===== src/rtl/gain_ramp.sv =====
// Zipper-free gain smoother: latches per-band targets through a valid/ready
// handshake and walks the live gains toward them once every RAMP_DIV sample ticks.
module gain_ramp #(
  parameter int NUM_BANDS = 3,
  parameter int GAIN_W    = 8,
  parameter int STEP      = 1,
  parameter int RAMP_DIV  = 48,
  parameter int GAIN_INIT = 1,
  parameter int GAIN_MAX  = 127
) (
  input  logic                     clk,
  input  logic                     reset,
  input  logic                     sample_tick,
  input  logic                     mute,
  input  logic                     target_valid,
  output logic                     target_ready,
  input  logic signed [GAIN_W-1:0] target_gain [0:NUM_BANDS-1],
  output logic signed [GAIN_W-1:0] gain        [0:NUM_BANDS-1],
  output logic                     ramping
);

  localparam int CNT_W = (RAMP_DIV > 1) ? $clog2(RAMP_DIV) : 1;
  localparam logic [CNT_W-1:0]         CNT_LAST   = CNT_W'(RAMP_DIV - 1);
  localparam logic [CNT_W-1:0]         CNT_ONE    = CNT_W'(1);
  localparam logic signed [GAIN_W:0]   MAX_X      = (GAIN_W+1)'(GAIN_MAX);
  localparam logic signed [GAIN_W:0]   NEG_MAX_X  = (GAIN_W+1)'(-GAIN_MAX);
  localparam logic signed [GAIN_W:0]   STEP_X     = (GAIN_W+1)'(STEP);
  localparam logic signed [GAIN_W:0]   NEG_STEP_X = (GAIN_W+1)'(-STEP);
  localparam logic signed [GAIN_W-1:0] MAX_G      = GAIN_W'(GAIN_MAX);
  localparam logic signed [GAIN_W-1:0] NEG_MAX_G  = GAIN_W'(-GAIN_MAX);
  localparam logic signed [GAIN_W-1:0] STEP_G     = GAIN_W'(STEP);
  localparam logic signed [GAIN_W-1:0] INIT_G     = GAIN_W'(GAIN_INIT);

  typedef enum logic {
    IDLE,
    RAMP
  } state_t;

  state_t                   state_q, state_d;
  logic [CNT_W-1:0]         tick_cnt_q, tick_cnt_d;
  logic signed [GAIN_W-1:0] tgt_q   [NUM_BANDS];
  logic signed [GAIN_W-1:0] tgt_d   [NUM_BANDS];
  logic signed [GAIN_W-1:0] gain_q  [NUM_BANDS];
  logic signed [GAIN_W-1:0] gain_d  [NUM_BANDS];
  logic signed [GAIN_W-1:0] eff     [NUM_BANDS];
  logic signed [GAIN_W-1:0] stepped [NUM_BANDS];
  logic signed [GAIN_W-1:0] clamped [NUM_BANDS];
  logic signed [GAIN_W:0]   diff    [NUM_BANDS];
  logic signed [GAIN_W:0]   req_x   [NUM_BANDS];
  logic                     any_diff;
  logic                     all_done;

  // Per-lane datapath: the difference is taken one bit wider so that the full
  // -GAIN_MAX..GAIN_MAX swing never wraps.
  always_comb begin
    any_diff = 1'b0;
    all_done = 1'b1;
    for (int i = 0; i < NUM_BANDS; i++) begin
      eff[i]   = mute ? '0 : tgt_q[i];
      diff[i]  = $signed({eff[i][GAIN_W-1], eff[i]}) - $signed({gain_q[i][GAIN_W-1], gain_q[i]});
      if (diff[i] > STEP_X) begin
        stepped[i] = gain_q[i] + STEP_G;
      end else if (diff[i] < NEG_STEP_X) begin
        stepped[i] = gain_q[i] - STEP_G;
      end else begin
        stepped[i] = eff[i];
      end
      any_diff = any_diff | (gain_q[i] != eff[i]);
      all_done = all_done & (stepped[i] == eff[i]);

      req_x[i] = $signed({target_gain[i][GAIN_W-1], target_gain[i]});
      if (req_x[i] > MAX_X) begin
        clamped[i] = MAX_G;
      end else if (req_x[i] < NEG_MAX_X) begin
        clamped[i] = NEG_MAX_G;
      end else begin
        clamped[i] = target_gain[i];
      end
    end
  end

  always_comb begin
    state_d    = state_q;
    tick_cnt_d = tick_cnt_q;
    tgt_d      = tgt_q;
    gain_d     = gain_q;
    case (state_q)
      IDLE: begin
        if (target_valid) begin
          tgt_d = clamped;
        end
        if (any_diff) begin
          state_d    = RAMP;
          tick_cnt_d = '0;
        end
      end
      RAMP: begin
        if (sample_tick) begin
          if (tick_cnt_q == CNT_LAST) begin
            tick_cnt_d = '0;
            gain_d     = stepped;
            if (all_done) begin
              state_d = IDLE;
            end
          end else begin
            tick_cnt_d = tick_cnt_q + CNT_ONE;
          end
        end
      end
      default: state_d = IDLE;
    endcase
  end

  always_ff @(posedge clk) begin
    if (reset) begin
      state_q    <= IDLE;
      tick_cnt_q <= '0;
      for (int i = 0; i < NUM_BANDS; i++) begin
        tgt_q[i]  <= INIT_G;
        gain_q[i] <= INIT_G;
      end
    end else begin
      state_q    <= state_d;
      tick_cnt_q <= tick_cnt_d;
      tgt_q      <= tgt_d;
      gain_q     <= gain_d;
    end
  end

  assign gain         = gain_q;
  assign target_ready = (state_q == IDLE);
  assign ramping      = (state_q == RAMP);

endmodule

===== config.mk =====
export PLATFORM = sky130hd
export DESIGN_NAME = gain_ramp
export DESIGN_NICKNAME = d
export VERILOG_FILES = /design/src/rtl/gain_ramp.sv
export SDC_FILE = /design/constraint.sdc
export NUM_CORES = 1
export LEC_CHECK = 0
export BUFFER_PORTS_ARGS = -buffer_cell sky130_fd_sc_hd__buf_2
export CAP_MARGIN = 5
export CORE_MARGIN = 1.5
export CORE_UTILIZATION = 58
export DETAILED_ROUTE_END_ITERATION = 10
export PLACE_DENSITY_LB_ADDON = 0.12
export SETUP_SLACK_MARGIN = 0.5
export SYNTH_ARGS = -nofsm -noshare
export SYNTH_HDL_FRONTEND = slang
export SYNTH_SLANG_ARGS = --single-unit

===== constraint.sdc =====
create_clock -name clk -period 5.3 [get_ports clk]
set_input_delay 1.06 -clock clk [delete_from_list [all_inputs] [get_ports clk]]
set_output_delay 1.06 -clock clk [all_outputs]
set_load 0.01 [all_outputs]

# Word level (Yosys, flattened, before mapping)
# Index checks and enable logic that the tools add are counted.
[classes]
shift = 0
bitwise_logic = 5
reduce_logical = 3
n_mux = 24
mul = 0
n_addsub = 10
n_eq_ne = 9
n_div = 0
magnitude_cmp = 12
[ops]
columns = ["operator", "n"]
rows = [
  ["2-to-1 mux 8 bit", 15],
  ["> comparator 9 x 2 -> 1 bit, second input constant", 3],
  ["< comparator 9 x 1 -> 1 bit, second input constant", 3],
  ["subtractor 8 x 8 -> 9 bit", 3],
  ["adder 8 x 2 -> 8 bit, second input constant", 3],
  ["== test 8 bit", 3],
  ["> comparator 8 bit, second input constant", 3],
  ["< comparator 8 bit, second input constant", 3],
  ["!= test 8 bit", 3],
  ["subtractor 8 x 2 -> 8 bit, second input constant", 3],
  ["2-to-1 mux 6 bit", 3],
  ["case mux 6 bit (2 select lines)", 1],
  ["adder 6 x 1 -> 6 bit, second input constant", 1],
  ["== test 6 bit, second input constant", 1],
  ["2-to-1 mux 1 bit", 4],
  ["AND reduction 2 bit", 2],
  ["AND reduction 3 bit", 1],
  ["AND 1 bit", 2],
  ["!= test 2 x 1 -> 1 bit, second input constant", 1],
  ["!= test 2 bit, second input constant", 1],
  ["bitwise OR 1 bit", 2],
  ["case mux 1 bit (2 select lines)", 1],
  ["inverter 1 bit", 1],
]
[totals]
latchBits = 0
mem_bits_ro = 0
output_inout_bits = 26
register_bits = 55
wordCells = 71
in_bits = 29
mem_count = 0
ramBits = 0

# Longest topological paths before layout
# Gate-level depths: netlist of run 1.
[logic_depth]
ltp_word = 12
depth_mapped = 19
mapped_depth_nobuf = 15

# Worst setup path after synthesis of run 1
# OpenSTA, ideal clock, no wires.
[synth_timing]
path_type = "input to register"
startpoint = "input port mute"
endpoint = "register state_q (netlist: ramping)"
n_path_buf = 3
arrival_time_ps = 4616
stages = 17
setup_ps = 129
t_required_ps = 5171
slack_ps = 555
cell_sequence = "buf_4 > inv_2 > clkbuf_1 > nand2_1 > ha_1 > fa_1 > xor2_1 > or3_1 > or3_1 > o41ai_2 > buf_6 > o22ai_2 > mux2_2 > mux2i_1 > nand4_1 > nor4_1 > a31oi_1"
[synth_via]
elab_chain_cells = 12
elab_cells_between_ends = 33
classes_between = "add/sub: 3; order compare: 6; eq/ne: 6; mux: 14; bitwise: 4"
[synth_rtl]
columns = ["item", "line_no", "rtl"]
rows = [
  ["from (decl)", "14", "input logic mute,"],
  ["2-to-1 mux 8 bit", "59", "eff[i] = mute ? '0 : tgt_q[i];"],
  ["subtractor 8 x 8 -> 9 bit", "60", "diff[i] = $signed({eff[i][GAIN_W-1], eff[i]}) - $signed({gain_q[i][GAIN_W-1], gain_q[i]});"],
  ["< comparator 9 x 1 -> 1 bit", "63", "end else if (diff[i] < NEG_STEP_X) begin"],
  ["2-to-1 mux 8 bit", "63", ""],
  ["2-to-1 mux 8 bit", "61", "if (diff[i] > STEP_X) begin"],
  ["== test 8 bit", "69", "all_done = all_done & (stepped[i] == eff[i]);"],
  ["AND 1 bit (2 in a row)", "69", ""],
  ["2-to-1 mux 1 bit", "102", "if (all_done) begin"],
  ["2-to-1 mux 1 bit", "99", "if (tick_cnt_q == CNT_LAST) begin"],
  ["2-to-1 mux 1 bit", "98", "if (sample_tick) begin"],
  ["case mux 1 bit (2 select lines) (*)", "87", "case (state_q)"],
  ["to (signal assigned)", "123", "state_q <= state_d;"],
  ["to (decl)", "39", "state_t state_q, state_d;"],
]
# Mark *: on every way between the ends. The rest lies on a longest branch, timed or not.
# A chain may end at the register's enable or synchronous reset.

# Worst setup path after layout of run 1
# Same ends and word-level chain as after synthesis.

==> results of run 1 <==
==> through the flow <==
stage | setup WS [ns] | cells | utilization | hold WS [ns]
detailed placement | 0.2783 | 932 | 0.6268 | 0.4423
floorplan | 0.5554 | 775 | - | 0.4273
CTS | 0.5936 | 940 | 0.6372 | 0.4574
global placement | 0.4094 | 932 | 0.6268 | 0.4384
global route | 0.4185 | 940 | 0.6410 | 0.4690
finish | 0.6871 | 940 | 0.6410 | 0.4559
==> cell usage after synthesis, types with 5 or more instances <==
master	instances
clkbuf_1	24
nand2_1	87
o221ai_1	7
nor3b_1	5
nor4_1	7
a211o_1	9
or2_2	6
o21a_1	5
nand2b_1	9
o22ai_1	12
nand3_1	26
nand4_1	10
a211oi_1	20
ha_1	30
dfxtp_1	55
xnor2_1	29
xor2_1	13
nor3_1	18
nor2b_1	28
buf_2	10
nor2_1	50
or3_1	6
a21oi_1	71
a22oi_1	5
inv_1	50
o21ai_0	21
nand3b_1	23
a221oi_1	5
o211ai_1	12
mux2i_1	9
or4_1	8
a32oi_1	6
a31oi_1	6
==> metal layers <==
metal	vias to the layer above	wire, um	track usage
met3	49	1360	0.03625
li1	2914	-	-
met2	305	8411	0.5558
met4	0	434	0.1180
met5	-	0	0
met1	2840	7210	0.4341
==> final timing paths <==
check,to,slack (ns),depth (start not counted)
worst max-delay path,ramping,0.69,16
worst min-delay path,tgt_q[14],0.46,2
worst max register to register,ramping,1.19,13
worst min register to register,tgt_q[14],0.46,2
==> state kept, by name (all words and copies together), names as in the netlist <==
name / flops
tick_cnt_q: 6
gain: 24
tgt_q: 24
ramping: 1
==> cells by family after synthesis <==
family / synth area share
muxes: 0.01776
AOI/OAI and AO/OA: 0.2965
and+or+nand+nor: 0.2763
adders and majority gates: 0.07632
DFF: 0.1930
buffers and inverters: 0.06404
xor gates and xnor gates: 0.07610
==> power by group <==
group	internal, mW	switching, mW
registers	0.422	0.00773
clock network	0.101	0.171
logic	0.124	0.194
==> worst register-to-register path, cell delays in order, from the launching register on <==
cell and delay, ns:
dfxtp_1 0.58, inv_1 0.19, ha_1 0.41, and2b_1 0.24
nor2_1 0.19, a21oi_1 0.10, o311a_1 0.40, o31a_1 0.33
a21oi_2 0.53, o311ai_0 0.28, nand3_1 0.18, mux2i_1 0.10
a211oi_1 0.29, a31oi_1 0.16
==> layout by cell type, fill, tap and decap left out, types with 10 or more instances in the layout <==
master     n
ha_1      30
nor2b_1   26
nand2_1   87
buf_2     54
o21ai_0   21
xor2_1    13
a211oi_1  19
nand4_1   10
dfxtp_1   55
nor3_1    18
nor2_1    50
xnor2_1   29
a21oi_1   70
nand3_1   26
o211ai_1  12
nand3b_1  23
o22ai_1   12
inv_1     50
==> cell type report <==
cell class / count / area (um2) / share of cell area
repair buffers: 63 / 337.8 / 0.05468
flip-flops and latches: 55 / 1101 / 0.1782
clock inverters: 3 / 31.28 / 0.005063
clock buffers: 5 / 68.82 / 0.01114
inverters: 52 / 196.4 / 0.03179
multi-input cells: 629 / 4277 / 0.6922
well taps: 133 / 166.4 / 0.02693
==> results_dict.tcl, run 1 <==
set metrics [dict create \
    status "complete, no violations" \
    tritoncts "built" \
    seq_area_frac_synth 0.1930 \
    antenna_cells 0 \
    grt_first_pass_wirelength_um 26880 \
    die_h_um 102.2 \
    slew_viol_final 0 \
    synth.largest_area_cell "dfxtp_1" \
    critPathKind "input pin to flop" \
    detail-route-antenna-nets 0 \
    cts_buffers 5 \
    final_cell_area_mm2 0.006178 \
    fin_setup_tns_ns 0 \
    cp_top_family "compound AO/OA/AOI/OAI gates" \
    start_util 0.5919 \
    syn_nets 837 \
    firstDrtPassIters 7 \
    drive_above_1_share 0.1314 \
    postCtsSetupBuffers 0 \
    yosysWarningCount 0 \
    clk_pin_slew_ns 0.12 \
    insertion_delay_ns 0.33 \
    hold_viol 0 \
    routedWlPerCell_um 18.53 \
    htreeDepth 2 \
    port_buffers 54 \
    synthCells 775 \
    fmax_ghz 0.2168 \
    synth_top_area_share 0.1930 \
    setup_viol 0 \
    vias_per_cell 6.498 \
    avgSynthCellArea_um2 7.362 \
    row_count 36 \
    max_slew_margin 0.2613 \
    regToRegStartpoint "gain[18]" \
    dp_hpwl_um 13250 \
    ios 55 \
    dieArea_mm2 0.01044 \
    cts_buffer_depth 2 \
    worstPathRequired_ns 5.50 \
    crit_slowest_cell "a21oi_2" \
    hold_path_startpoint "tgt_q[14]" \
    synth_area_leaders "dfxtp_1 19%, ha_1 6.6%, a21oi_1 6.2%, nand2_1 5.7%, xnor2_1 4.5%" \
    async_flop_share 0 \
    worst_slew_pin_slew_ns 1.108 \
    cts_root_buffer "clkbuf_8" \
    worst_setup_path_start_kind "input pin" \
    rsz0062_at_grt "no" \
    postCtsHoldBufs 0 \
    antenna_found_initial 0 \
    vias 6108 \
    max_cap_violations 0 \
    total_power_mw 1.020 \
    area_growth_pct 8.290 \
    synth_area_mm2 0.005705 \
    die_width_um 102.2 \
    postPlaceCellArea_mm2 0.006042 \
    crit_path_cell_trace "buf_2 > clkinv_2 > nand2_1 > ha_1 > fa_1 > and2b_1 > nor2_1 > a21oi_1 > o311a_1 > o31a_1 > a21oi_2 > o311ai_0 > nand3_1 > mux2i_1 > a211oi_1 > a31oi_1" \
    yosys_register_bits 55 \
    endpoint_kind "flop" \
    synthFlopType "dfxtp_1" \
    worstPathMaxFanout 14 \
    synth_edf_count 0 \
    cts-resized-gates 0 \
    hp-class "flop to flop" \
    grt_max_degree 56 \
    nets 868 \
    cts_sinks 55 \
    gp_congestion 0.9882 \
    critPathBufInv 2 \
    grt-ovfl-total 0 \
    grt_util_all_layers 0.3289 \
    p_per_area_mw_per_mm2 165.1 \
    grt_pass1_vias 5388 \
    period_needed_ns 4.613 \
    period_share 0.8704 \
    crit_start "mute" \
    fin_skew_ns 0.003600 \
    drc 0 \
    leakagePower_nw 2.372 \
    arrival_ns 4.82 \
    critPathMaxStageDelay_ns 0.53 \
    synth.distinct_cells 85 \
    initialDrtViolationCount 376 \
    ir_drop_mv 0.1133 \
    core_area_mm2 0.009639 \
    drt_wl_total_um 17420 \
    nFillCells 945 \
]
Note: power is estimated with default switching activity, not from simulation.
==> run 2: changes to the inputs <==
Settings changed: BUFFER_PORTS_ARGS -buffer_cell sky130_fd_sc_hd__buf_2 to unset, DONT_BUFFER_PORTS set to 1, RECOVER_POWER set to 100.
==> results_dict.tcl, run 2 (synthesized netlist as in run 1, its figures left out) <==
set metrics [dict create \
    status "finished with violations" \
    failed_checks "capacitance limit, slew limit" \
    critPathMaxStageDelay_ns 0.48 \
    die_h_um 102.2 \
    vias_per_cell 6.698 \
    fin_skew_ns 0.01072 \
    worstPathMaxFanout 21 \
    arrival_ns 4.93 \
    crit_slowest_cell "or4_1" \
    dp_hpwl_um 12790 \
    postCtsSetupBuffers 0 \
    grt_first_pass_wirelength_um 26970 \
    grt_pass1_vias 5408 \
    worstPathRequired_ns 5.52 \
    layout.cells.most_common_list "87 x nand2_1, 70 x a21oi_1, 55 x dfxtp_1" \
    r2r_cells 13 \
    critPathKind "input pin to flop" \
    worst_slew_pin_slew_ns 1.890 \
    leakagePower_nw 2.108 \
    drc 0 \
    drive_above_1_share 0.05474 \
    setup_viol 0 \
    cts_buffer_depth 2 \
    cp-endpoint "ramping" \
    core_area_mm2 0.009639 \
    antenna_cells 0 \
    routedWlPerCell_um 19.19 \
    start_util 0.5919 \
    layout_commonest_cell "nand2_1" \
    tritoncts "built" \
    slew_viol_final 28 \
    area_growth_pct 2.829 \
    grt_max_degree 56 \
    nets 810 \
    die_width_um 102.2 \
    drt_wl_total_um 16920 \
    cts_sinks 55 \
    worst_slack_ns 0.5866 \
    dpl_worst_slack_ns 0.3758 \
    rsz0062_at_grt "no" \
    dieArea_mm2 0.01044 \
    insertion_delay_ns 0.33 \
    grt-ovfl-total 0 \
    row_count 36 \
    max_cap_violations 1 \
    hp-class "flop to flop" \
    crit_path_cell_trace "inv_1 > nand2_1 > ha_1 > fa_1 > xor2_1 > or3_1 > or3_1 > or4_1 > mux2i_1 > buf_4 > o22ai_1 > nor4_1 > nand4_1 > nor4_1 > a31oi_1" \
    crit_start "mute" \
    cts_buffers 5 \
    regToRegStartpoint "gain[18]" \
    fmax_ghz 0.2122 \
    clk_pin_slew_ns 0.12 \
    p_per_area_mw_per_mm2 174.6 \
    max_slew_margin -0.2627 \
    gp_congestion 0.9622 \
    period_share 0.8893 \
    vias 5908 \
    firstDrtPassIters 5 \
    ios 55 \
    ff2ff_setup_slack_ns 1.04 \
    period_needed_ns 4.713 \
    reg2reg_to "ramping" \
    fin_setup_tns_ns 0 \
    ir_drop_mv 0.1434 \
    detail-route-antenna-nets 0 \
    initialDrtViolationCount 435 \
    cts_root_buffer "clkbuf_8" \
    grt_util_all_layers 0.3274 \
    worst_setup_path_start_kind "input pin" \
    endpoint_kind "flop" \
    htreeDepth 2 \
    hold_viol 0 \
    port_buffers 0 \
    antenna_found_initial 0 \
]
## run 2: per-stage QoR
stage	std cells	utilization	hold slack, ns	area (um2)	total power [mW]
2_1_floorplan	775	-	0.4273	5705	0.6684
3_3_place_gp	874	0.5957	0.4314	5742	0.7107
3_5_place_dp	874	0.5957	0.4423	5742	0.7164
4_1_cts	882	0.6080	0.4571	5861	1.024
5_1_grt	882	0.6086	0.4757	5867	1.079
6_report	882	0.6086	0.4596	5867	1.024
## run 2: area by class of cell
cell class | count | area, um2
Inverter | 52 | 195.2
Tap cell | 133 | 166.4
Clock buffer | 5 | 68.82
Sequential cell | 55 | 1101
Fill cell | 958 | 3772
Timing Repair Buffer | 5 | 33.78
Multi-Input combinational cell | 629 | 4252
Clock inverter | 3 | 50.05
## run 2: how the worst min path moves through the flow
stage                    from         to  slack (ns)  depth (start not counted)
floorplan           tgt_q[10]  tgt_q[10]        0.43                          2
global placement    tgt_q[14]  tgt_q[14]        0.43                          2
detailed placement  tgt_q[13]  tgt_q[13]        0.44                          2
CTS                 tgt_q[21]  tgt_q[21]        0.46                          2
global route        tgt_q[21]  tgt_q[21]        0.48                          2
finish              tgt_q[13]  tgt_q[13]        0.46                          2
## run 2: metal layers
| layer | up-vias | part of all wire | global-route usage |
|---|---|---|---|
| met4 | 0 | 0.035 | 0.1275 |
| met3 | 52 | 0.080 | 0.04925 |
| met1 | 2754 | 0.42 | 0.4354 |
| met2 | 294 | 0.46 | 0.5344 |
| met5 | - | 0 | 0 |
| li1 | 2808 | - | - |
## run 2: worst max-delay path, delay by kind of cell
| family | cells | cell delay [ns] |
|---|---|---|
| simple gates | 7 | 1.97 |
| fa+ha+maj | 2 | 0.67 |
| buf+inv | 2 | 0.60 |
| compound gates | 2 | 0.24 |
| xor+xnor | 1 | 0.19 |
| mux | 1 | 0.19 |
## run 2: timing repair
action | in CTS | in global routing
hold buffers | 0 | 0
resized for setup | 0 | 3
setup endpoints to repair | 0 | 2
## run 2: power breakdown
| part | total [mW] | switching, mW | internal (mW) | leakage, nW |
|---|---|---|---|---|
| combinational | 0.287 | 0.176 | 0.112 | 1.60 |
| clock | 0.308 | 0.161 | 0.146 | 0.0607 |
| sequential | 0.429 | 0.00762 | 0.422 | 0.446 |
| total | 1.02 | 0.345 | 0.679 | 2.11 |
==> run 3: changes to the inputs <==
Settings changed: CORE_UTILIZATION 58 to 62.
==> results_dict.tcl, run 3 (synthesized netlist as in run 1, its figures left out) <==
set metrics [dict create \
    status "finished with violations" \
    failed_checks "DRC, capacitance limit, slew limit" \
    firstDrtPassIters 8 \
    drive_above_1_share 0.04947 \
    grt_pass1_vias 5698 \
    power_switching_mw 0.3498 \
    endpoint_kind "flop" \
    grt_first_pass_wirelength_um 27950 \
    grt_util_all_layers 0.3505 \
    nFillCells 814 \
    fin_skew_ns 0.01157 \
    layout_commonest_cell "nand2_1" \
    cp-endpoint "ramping" \
    total_power_mw 0.9821 \
    crit_start "mute" \
    fmax_ghz 0.2062 \
    clkPwrFrac 0.271 \
    hold_viol 0 \
    whs_ns 0.4485 \
    gp_congestion 1.031 \
    hp-class "flop to flop" \
    p_per_area_mw_per_mm2 169.7 \
    worst_slew_pin_slew_ns 1.852 \
    ir_drop_mv 0.1033 \
    period_needed_ns 4.850 \
    critical_path_depth 15 \
    layout.cells.most_common_list "87 x nand2_1, 70 x a21oi_1, 55 x dfxtp_1" \
    port_buffers 0 \
    cts_root_buffer "clkbuf_8" \
    ios 55 \
    max_cap_violations 1 \
    cts_buffers 5 \
    detail-route-antenna-nets 0 \
    max_slew_margin -0.2369 \
    leakagePower_nw 2.093 \
    drc 4 \
    swShare 0.3562 \
    grt_max_degree 56 \
    critPathMaxStageDelay_ns 0.60 \
    initialDrtViolationCount 431 \
    crit_path_cell_trace "inv_1 > nand2_1 > ha_1 > fa_1 > and2b_1 > o21ba_2 > o211ai_1 > a32o_1 > a211oi_1 > a21oi_2 > a221oi_1 > or3_1 > nand4_1 > nor4_1 > a31oi_1" \
    cts_buffer_depth 2 \
    critPathBufInv 1 \
    crit_slowest_cell "a221oi_1" \
    drt_wl_total_um 16910 \
    die_h_um 98.93 \
    core_area_mm2 0.008806 \
    start_util 0.6479 \
    worstPathRequired_ns 5.52 \
    dieArea_mm2 0.009787 \
    row_count 34 \
    arrival_ns 5.07 \
    worst_setup_path_start_kind "input pin" \
    clk_pin_slew_ns 0.12 \
    reg2reg_to "ramping" \
    worstPathMaxFanout 21 \
    dp_hpwl_um 12730 \
    r2r_cells 13 \
    die_width_um 98.93 \
    routedWlPerCell_um 19.76 \
    vias_per_cell 6.995 \
    rsz0062_at_grt "no" \
    ff2ff_setup_slack_ns 0.95 \
    antenna_found_initial 0 \
    grt-ovfl-total 0 \
    critPathKind "input pin to flop" \
    antenna_cells 0 \
    fin_setup_tns_ns 0 \
    period_share 0.9151 \
    htreeDepth 2 \
    slew_viol_final 28 \
    setup_viol 0 \
    pwr-share-seq 0.437 \
    combPwrFrac 0.292 \
    insertion_delay_ns 0.33 \
    area_growth_pct 1.447 \
    cts_sinks 55 \
    cp_top_family "compound AO/OA/AOI/OAI gates" \
    nets 809 \
    tritoncts "built" \
    power.internal_mw 0.6323 \
    regToRegStartpoint "gain[18]" \
    vias 5988 \
]
-- run 3: power by group through the flow --
stage	clock (mW)	sequential [mW]	combinational, mW
2_1_floorplan	0	0.435	0.233
3_3_place_gp	0	0.439	0.269
3_5_place_dp	0	0.439	0.278
4_1_cts	0.270	0.429	0.279
5_1_grt	0.284	0.430	0.310
6_report	0.266	0.429	0.287
-- run 3: stage by stage --
stage / cells / setup WS, ns / instance area [um2] / util
6_report: 856 / 0.4499 / 5788 / 0.6573
4_1_cts: 856 / 0.6749 / 5803 / 0.6590
2_1_floorplan: 775 / 0.5554 / 5705 / -
3_3_place_gp: 848 / 0.3811 / 5703 / 0.6476
5_1_grt: 856 / 0.3167 / 5788 / 0.6573
3_5_place_dp: 848 / 0.3412 / 5703 / 0.6476
-- run 3: what timing repair did --
action	4_1_cts	5_1_grt
hold endpoints to repair	0	0
setup buffers	0	0
hold buffers	0	0
setup endpoints to repair	0	1
resized for setup	0	3
-- run 3: how the worst min path moves through the flow --
stage,from,endpoint,slack (ns),cells past startpoint
after detailed placement,tgt_q[17],tgt_q[17],0.43,2
final,tgt_q[17],tgt_q[17],0.45,2
after global placement,tgt_q[9],tgt_q[9],0.43,2
after CTS,tgt_q[17],tgt_q[17],0.45,2
after global routing,tgt_q[17],tgt_q[17],0.47,2
after floorplan,tgt_q[10],tgt_q[10],0.43,2
-- run 3: routing by layer --
layer  vias to the layer above  GRT usage  routed length, um
met5                         -          0                  0
met4                         0     0.1341                682
met3                        70    0.05532               1519
met2                       354     0.5745               7763
met1                      2763     0.4639               6947
li1                       2801          -                  -
-- run 3: cell type report --
class	count	area, um2	share of cell area
repair buffers	4	30.03	0.005188
inverters	52	195.2	0.03372
clock inverters	3	31.28	0.005404
multi-input cells	629	4227	0.7302
clock buffers	5	68.82	0.01189
well taps	108	135.1	0.02335
flip-flops and latches	55	1101	0.1902
-- run 3: worst register-to-register path, delay by kind of cell, from the launching register on --
| kind | cells | cell delay [ns] |
|---|---|---|
| buffers and inverters | 1 | 0.20 |
| adders and majority gates | 1 | 0.41 |
| AOI/OAI and AO/OA | 6 | 1.85 |
| DFF | 1 | 0.62 |
| and+or+nand+nor | 5 | 1.17 |
